<file path="src/rtl/temporizador_pkg.sv">
`default_nettype none
// ============================================================================
// Module      : temporizador_pkg
// Description : Shared types and helpers for the temporizador_bcd microwave
//               countdown timer: FSM state encoding, BCD digit constants, a
//               packed M:SS time record and the BCD shift-in / decrement
//               helpers used by the top level.
// Revision    : 1.0 - initial release
// ============================================================================
package temporizador_pkg;

    typedef enum logic [1:0] {
        ST_IDLE  = 2'd0,
        ST_RUN   = 2'd1,
        ST_PAUSE = 2'd2,
        ST_DONE  = 2'd3
    } state_t;

    localparam logic [3:0] BCD_ZERO = 4'd0;
    localparam logic [3:0] BCD_FIVE = 4'd5;
    localparam logic [3:0] BCD_NINE = 4'd9;

    // Displayed time M:SS, one BCD digit per field.
    typedef struct packed {
        logic [3:0] mins;
        logic [3:0] sec_tens;
        logic [3:0] sec_ones;
    } bcd_time_t;

    localparam bcd_time_t TIME_ZERO = '{mins: BCD_ZERO, sec_tens: BCD_ZERO, sec_ones: BCD_ZERO};

    // Keypad entry: digits scroll in from the right, the old minutes digit
    // falls off the left.
    function automatic bcd_time_t bcd_shift_in(input bcd_time_t t, input logic [3:0] d);
        bcd_time_t r;
        r.mins     = t.sec_tens;
        r.sec_tens = t.sec_ones;
        r.sec_ones = d;
        return r;
    endfunction

    // One-second BCD decrement with borrow through the seconds tens (0-5)
    // into the minutes digit. 0:00 is returned unchanged.
    function automatic bcd_time_t bcd_decrement(input bcd_time_t t);
        bcd_time_t r;
        r = t;
        if (t.sec_ones != BCD_ZERO) begin
            r.sec_ones = t.sec_ones - 4'd1;
        end else if (t.sec_tens != BCD_ZERO) begin
            r.sec_ones = BCD_NINE;
            r.sec_tens = t.sec_tens - 4'd1;
        end else if (t.mins != BCD_ZERO) begin
            r.mins     = t.mins - 4'd1;
            r.sec_tens = BCD_FIVE;
            r.sec_ones = BCD_NINE;
        end
        return r;
    endfunction

endpackage
`default_nettype wire

</file>
<file path="src/rtl/temporizador_bcd_divisor_1hz.sv">
`default_nettype none
// ============================================================================
// Module      : divisor_1hz
// Description : Prescaler dividing the system clock down to a one-cycle
//               1 Hz tick. Counts 0..CLK_HZ-1 while enabled, holds while
//               disabled, and is zeroed by a synchronous clear.
// Ports       : clk    - system clock
//               rst_n  - asynchronous active-low reset
//               en     - count enable (count holds when low)
//               clr    - synchronous clear to 0, dominates en
//               tick   - high for the cycle in which count = CLK_HZ-1
//                        while enabled; the count wraps to 0 on that edge
// Revision    : 1.0 - initial release
// ============================================================================
module divisor_1hz #(
    parameter int CLK_HZ = 50_000_000
) (
    input  logic clk,
    input  logic rst_n,
    input  logic en,
    input  logic clr,
    output logic tick
);

    localparam int              CNT_W   = (CLK_HZ > 1) ? $clog2(CLK_HZ) : 1;
    localparam logic [CNT_W-1:0] CNT_MAX = CNT_W'(CLK_HZ - 1);

    logic [CNT_W-1:0] count;

    assign tick = en && (count == CNT_MAX);

    always_ff @(posedge clk or negedge rst_n) begin
        if (!rst_n) begin
            count <= '0;
        end else if (clr) begin
            count <= '0;
        end else if (en) begin
            count <= tick ? '0 : count + 1'b1;
        end
    end

endmodule
`default_nettype wire

</file>
<file path="src/rtl/temporizador_bcd.sv">
`default_nettype none
// ============================================================================
// Module      : temporizador_bcd
// Description : Microwave countdown timer. Captures M:SS from keypad BCD
//               digits in IDLE, counts down once per second in RUN, pauses
//               on stop or door open, and parks at 0:00 in DONE until clear.
//               Optional completion buzzer is enabled by defining the macro
//               TEMPORIZADOR_BEEP_EN (beep held for BEEP_SECS seconds).
// Ports       : clk         - system clock
//               rst_n       - asynchronous active-low reset
//               digit       - keypad BCD digit
//               digit_valid - one-cycle strobe qualifying digit
//               start       - start / resume pulse
//               stop        - pause pulse
//               clear       - cancel, back to IDLE at 0:00
//               door_closed - level, 1 = door shut
//               mins        - BCD minutes (0-9)
//               sec_tens    - BCD tens of seconds (0-5)
//               sec_ones    - BCD seconds (0-9)
//               heating     - magnetron enable, high only in RUN
//               done        - high in DONE
//               beep        - buzzer, 0 unless TEMPORIZADOR_BEEP_EN
// Revision    : 1.0 - initial release
// ============================================================================
module temporizador_bcd
    import temporizador_pkg::*;
#(
    parameter int CLK_HZ    = 50_000_000,
    parameter int BEEP_SECS = 3
) (
    input  logic       clk,
    input  logic       rst_n,
    input  logic [3:0] digit,
    input  logic       digit_valid,
    input  logic       start,
    input  logic       stop,
    input  logic       clear,
    input  logic       door_closed,
    output logic [3:0] mins,
    output logic [3:0] sec_tens,
    output logic [3:0] sec_ones,
    output logic       heating,
    output logic       done,
    output logic       beep
);

    state_t    state;
    bcd_time_t tm;
    bcd_time_t tm_dec;

    logic tick;
    logic div_en;
    logic div_clr;
    logic time_is_zero;
    logic start_from_idle;
    logic digit_accept;

    always_comb begin
        tm_dec       = bcd_decrement(tm);
        time_is_zero = (tm == TIME_ZERO);
        // start only wins in IDLE if nothing of higher priority is present
        start_from_idle = (state == ST_IDLE) && !clear && !stop && start
                          && door_closed && !time_is_zero;
        // A digit is swallowed whenever start or stop is also present; a
        // current sec_ones above 5 would shift an illegal tens digit in.
        digit_accept = (state == ST_IDLE) && !stop && !start && digit_valid
                       && (digit <= BCD_NINE) && (tm.sec_ones <= BCD_FIVE);
    end

    // A fresh run always starts a full second; resume from PAUSE does not.
    assign div_clr = clear || start_from_idle;

`ifdef TEMPORIZADOR_BEEP_EN
    localparam int                BEEP_W    = (BEEP_SECS > 1) ? $clog2(BEEP_SECS) : 1;
    localparam logic [BEEP_W-1:0] BEEP_LAST = BEEP_W'(BEEP_SECS - 1);

    logic              beep_q;
    logic [BEEP_W-1:0] beep_cnt;

    // The prescaler keeps ticking in DONE only while the buzzer is timing.
    assign div_en = (state == ST_RUN) || ((state == ST_DONE) && beep_q);
    assign beep   = beep_q;
`else
    // Folds to 0; written against BEEP_SECS so the parameter is consumed
    // in this build as well.
    localparam logic BEEP_TIE = 1'b0 & (BEEP_SECS != 0);

    assign div_en = (state == ST_RUN);
    assign beep   = BEEP_TIE;
`endif

    divisor_1hz #(
        .CLK_HZ (CLK_HZ)
    ) u_divisor_1hz (
        .clk   (clk),
        .rst_n (rst_n),
        .en    (div_en),
        .clr   (div_clr),
        .tick  (tick)
    );

    always_ff @(posedge clk or negedge rst_n) begin
        if (!rst_n) begin
            state   <= ST_IDLE;
            tm      <= TIME_ZERO;
            heating <= 1'b0;
            done    <= 1'b0;
`ifdef TEMPORIZADOR_BEEP_EN
            beep_q   <= 1'b0;
            beep_cnt <= '0;
`endif
        end else if (clear) begin
            // clear dominates everything, including a coincident tick
            state   <= ST_IDLE;
            tm      <= TIME_ZERO;
            heating <= 1'b0;
            done    <= 1'b0;
`ifdef TEMPORIZADOR_BEEP_EN
            beep_q   <= 1'b0;
            beep_cnt <= '0;
`endif
        end else begin
            case (state)
                ST_IDLE: begin
                    if (start_from_idle) begin
                        state   <= ST_RUN;
                        heating <= 1'b1;
                    end else if (digit_accept) begin
                        tm <= bcd_shift_in(tm, digit);
                    end
                end

                ST_RUN: begin
                    // Pausing discards any tick landing in the same cycle.
                    if (stop || !door_closed) begin
                        state   <= ST_PAUSE;
                        heating <= 1'b0;
                    end else if (tick) begin
                        tm <= tm_dec;
                        if (tm_dec == TIME_ZERO) begin
                            state   <= ST_DONE;
                            heating <= 1'b0;
                            done    <= 1'b1;
`ifdef TEMPORIZADOR_BEEP_EN
                            beep_q   <= 1'b1;
                            beep_cnt <= '0;
`endif
                        end
                    end
                end

                ST_PAUSE: begin
                    if (!stop && start && door_closed) begin
                        state   <= ST_RUN;
                        heating <= 1'b1;
                    end
                end

                ST_DONE: begin
`ifdef TEMPORIZADOR_BEEP_EN
                    // tick only fires here while beep_q is high
                    if (tick) begin
                        if (beep_cnt == BEEP_LAST) begin
                            beep_q <= 1'b0;
                        end else begin
                            beep_cnt <= beep_cnt + 1'b1;
                        end
                    end
`endif
                end

                default: begin
                    state <= ST_IDLE;
                end
            endcase
        end
    end

    assign mins     = tm.mins;
    assign sec_tens = tm.sec_tens;
    assign sec_ones = tm.sec_ones;

endmodule
`default_nettype wire

</file>
<file path="config.mk">
export PLATFORM = sky130hd
export DESIGN_NAME = temporizador_bcd
export DESIGN_NICKNAME = d
export VERILOG_FILES = /design/src/rtl/temporizador_pkg.sv /design/src/rtl/temporizador_bcd_divisor_1hz.sv /design/src/rtl/temporizador_bcd.sv
export SDC_FILE = /design/constraint.sdc
export NUM_CORES = 1
export LEC_CHECK = 0
export ABC_AREA = 1
export CAP_MARGIN = 10
export CORE_ASPECT_RATIO = 1.1
export CORE_UTILIZATION = 50
export CTS_CLUSTER_DIAMETER = 80
export CTS_CLUSTER_SIZE = 24
export DETAILED_ROUTE_END_ITERATION = 16
export PLACE_DENSITY = 0.74
export REMOVE_ABC_BUFFERS = 1
export SYNTH_ARGS = -nofsm -noshare
export SYNTH_HDL_FRONTEND = slang
export SYNTH_SLANG_ARGS = --single-unit
export TNS_END_PERCENT = 20
</file>
<file path="constraint.sdc">
create_clock -name clk -period 2.15 [get_ports clk]
set_input_delay 0.5375 -clock clk [delete_from_list [all_inputs] [get_ports clk]]
set_output_delay 0.5375 -clock clk [all_outputs]
set_load 0.01 [all_outputs]
</file>
==> run metrics <==
H-tree depth 2; Async SR Flop Fraction 1.000; worst path buffer plus inverter count 1; crit path launch type register; DRT Pass-1 Iters 4; share of cells above drive strength 1 0.1813; # rows 29; highest clock rate 0.4883 GHz; post-route ant nets 0; Max Cap Violations 0; Synth Area per Inst 7.071 um2; cell area after synthesis 0.003019 mm2; largest cells by area after synthesis dfrtp_1, nand2_1, nor2_1, nand3_1, inv_1; Total GRT Usage 0.2618; worst path cell trace clkdlybuf4s50_1; R2R cell count 15; Core Region 0.005806 mm2; clock slew at reported path FFs 0.08 ns; placed cell count 548; vias in the first global route 2,888; worst skew pair latency 0.30 ns; # hold bufs at CTS 0; Starting DRT DRC Count 184; DRC 0; final hold viol count 0; outcome finished clean; FF/Latch Area 0.001051 mm2; IO Count 26; area leader, netlist dfrtp_1; DRT Wirelength 8028 um; Final setup viols 0; register area share after synthesis 0.3481; RD Place Congestion 0.9480; most used routing layer met2; slowest stage delay, CP 0.62 ns; Gate Count Post-Synth 427; HPWL Detailed 5923 um; Slowest-stage cell, CP clkdlybuf4s50_1; kind of critical path register to output pin; Die X 76.09 um; post-synthesis register bit count 42; Initial Util 0.5200; most common cell in the netlist nand2_1; via/cell ratio 5.513; Worst Setup EP sec_tens[2]; CTS Buf Count 5; Slew Viols, Final 0; met2 Use GR 0.4727; Pwr Density 832.4 mW/mm2; fin area 0.003687 mm2; grt ovf 0; Critical Path Fanout Max 8; Num Clock Sinks 42; Rel. slew slack 0.6335; synth unique cells 42; CTS root buffer clkbuf_8; Vias 3,071; Req. time, crit path 1.61 ns; leak pwr 1.637 nW; Worst Setup SP sec_tens[2]; final std cells w/o fill 557; crit path DAT 1.51 ns; initial antenna violation count 0; per-cell routed wire length 14.41 um; reg2reg end heating; first-pass GRT wire length 13,390 um; Final Skew 0.006878 ns; maximum clock insertion buffer count 2; R2R Path Start sec_ones[0]; number of flops mapped to enable cells by yosys 0; CP delay by family, top buffers and inverters; CTS tree yes; met3 GRT Util 0.03497; Worst VDD drop 631.7 uV; CP endpoint kind output pin; multi-input logic area 0.001764 mm2; Die ar. 0.006354 mm2; largest net degree at the start of global routing 43; ant diodes 0; yosys warns 0; nets@finish 496; most instantiated cells after synthesis nand2_1, nor2_1, inv_1; # port buffers 24; measured slew at the worst slew-check pin 0.5498 ns; Hold Crit Class input pin to async pin; Final min period 2.048 ns; Area Growth Syn to Fin 22.13%; Yosys top cell area share 0.3481; GRT met1 Usage 0.3153; Final Cycle Share 0.9525; Placed Area 0.003508 mm2; Synth Flop Type dfrtp_1; reg2reg setup slack 0.15 ns; Final Power 3.069 mW; fill count 514; Die Span Y 83.50 um; stages on the worst setup path 1
-- routing by layer --
layer	up-vias	part of all wire
met5	-	0
met4	0	0.023
met3	18	0.056
met2	121	0.51
met1	1431	0.41
li1	1501	-
-- cell usage in the layout, fill, tap and decap left out, drive strengths merged, types with 3 or more instances in the layout --
master / count
clkbuf: 6
nor2: 67
nand4: 8
nand3: 37
a31oi: 3
ha: 5
inv: 51
a21oi: 15
xor2: 9
nand2: 115
clkdlybuf4s50: 23
buf: 31
a22oi: 8
nor3: 16
o21ai: 29
dfrtp: 42
-- worst min-delay path by stage --
stage | from | end | slack (ns)
final | rst_n | u_divisor_1hz.count[19] | 0.31
after global routing | rst_n | u_divisor_1hz.count[20] | 0.36
after CTS | rst_n | u_divisor_1hz.count[2] | 0.32
after detailed placement | heating | heating | 0.46
after global placement | heating | heating | 0.46
after floorplan | rst_n | done | 0.24
-- timing repair --
item | 4_1_cts | 5_1_grt
pin swaps | 0 | 3
gates cloned | 0 | 1
resized for setup | 1 | 12
setup buffers | 0 | 1
endpoints found under the setup margin | 1 | 2
-- through the flow --
stage          setup TNS [ns]  hold slack (ns)  utilization  worst slack [ns]
3_3_place_gp         -0.03712           0.4556       0.6043          -0.01933
2_1_floorplan               0           0.2419            -            0.1262
4_1_cts                     0           0.3233       0.6246           0.09561
3_5_place_dp          -0.2670           0.4567       0.6043          -0.05620
6_report                    0           0.3071       0.6351            0.1022
5_1_grt             -0.007934           0.3598       0.6351         -0.007934
-- area by class of cell --
class                      count  area share
sequential                    42      0.2850
clock inverter                 1    0.008144
multi-input combinational    325      0.4785
inverter                      52     0.05497
timing repair buffer          54      0.1249
clock buffer                   6     0.02240
tap                           77     0.02613
-- registers in the layout, indices dropped and copies added (netlist names) --
register             cells
sec_ones                 4
u_divisor_1hz.count     26
state                    2
done                     1
mins                     4
sec_tens                 4
heating                  1
-- where the power goes --
group	leakage, nW	switching (mW)	internal (mW)
Sequential	0.576	0.106	0.861
Clock	0.0573	0.270	0.372
Combinational	1.00	0.875	0.586
-- logic make-up (layout without fill, tap and decap cells) --
| family | after synthesis | count (layout) | synth area share |
|---|---|---|---|
| other cells | 1 | 1 | 0.001242 |
| compound gates | 60 | 60 | 0.1355 |
| simple gates | 249 | 250 | 0.3813 |
| xor+xnor | 9 | 9 | 0.02611 |
| buf+inv | 61 | 113 | 0.08703 |
| fa+ha+maj | 5 | 5 | 0.02072 |
| flops | 42 | 42 | 0.3481 |
(Power assumes the default switching activity.)
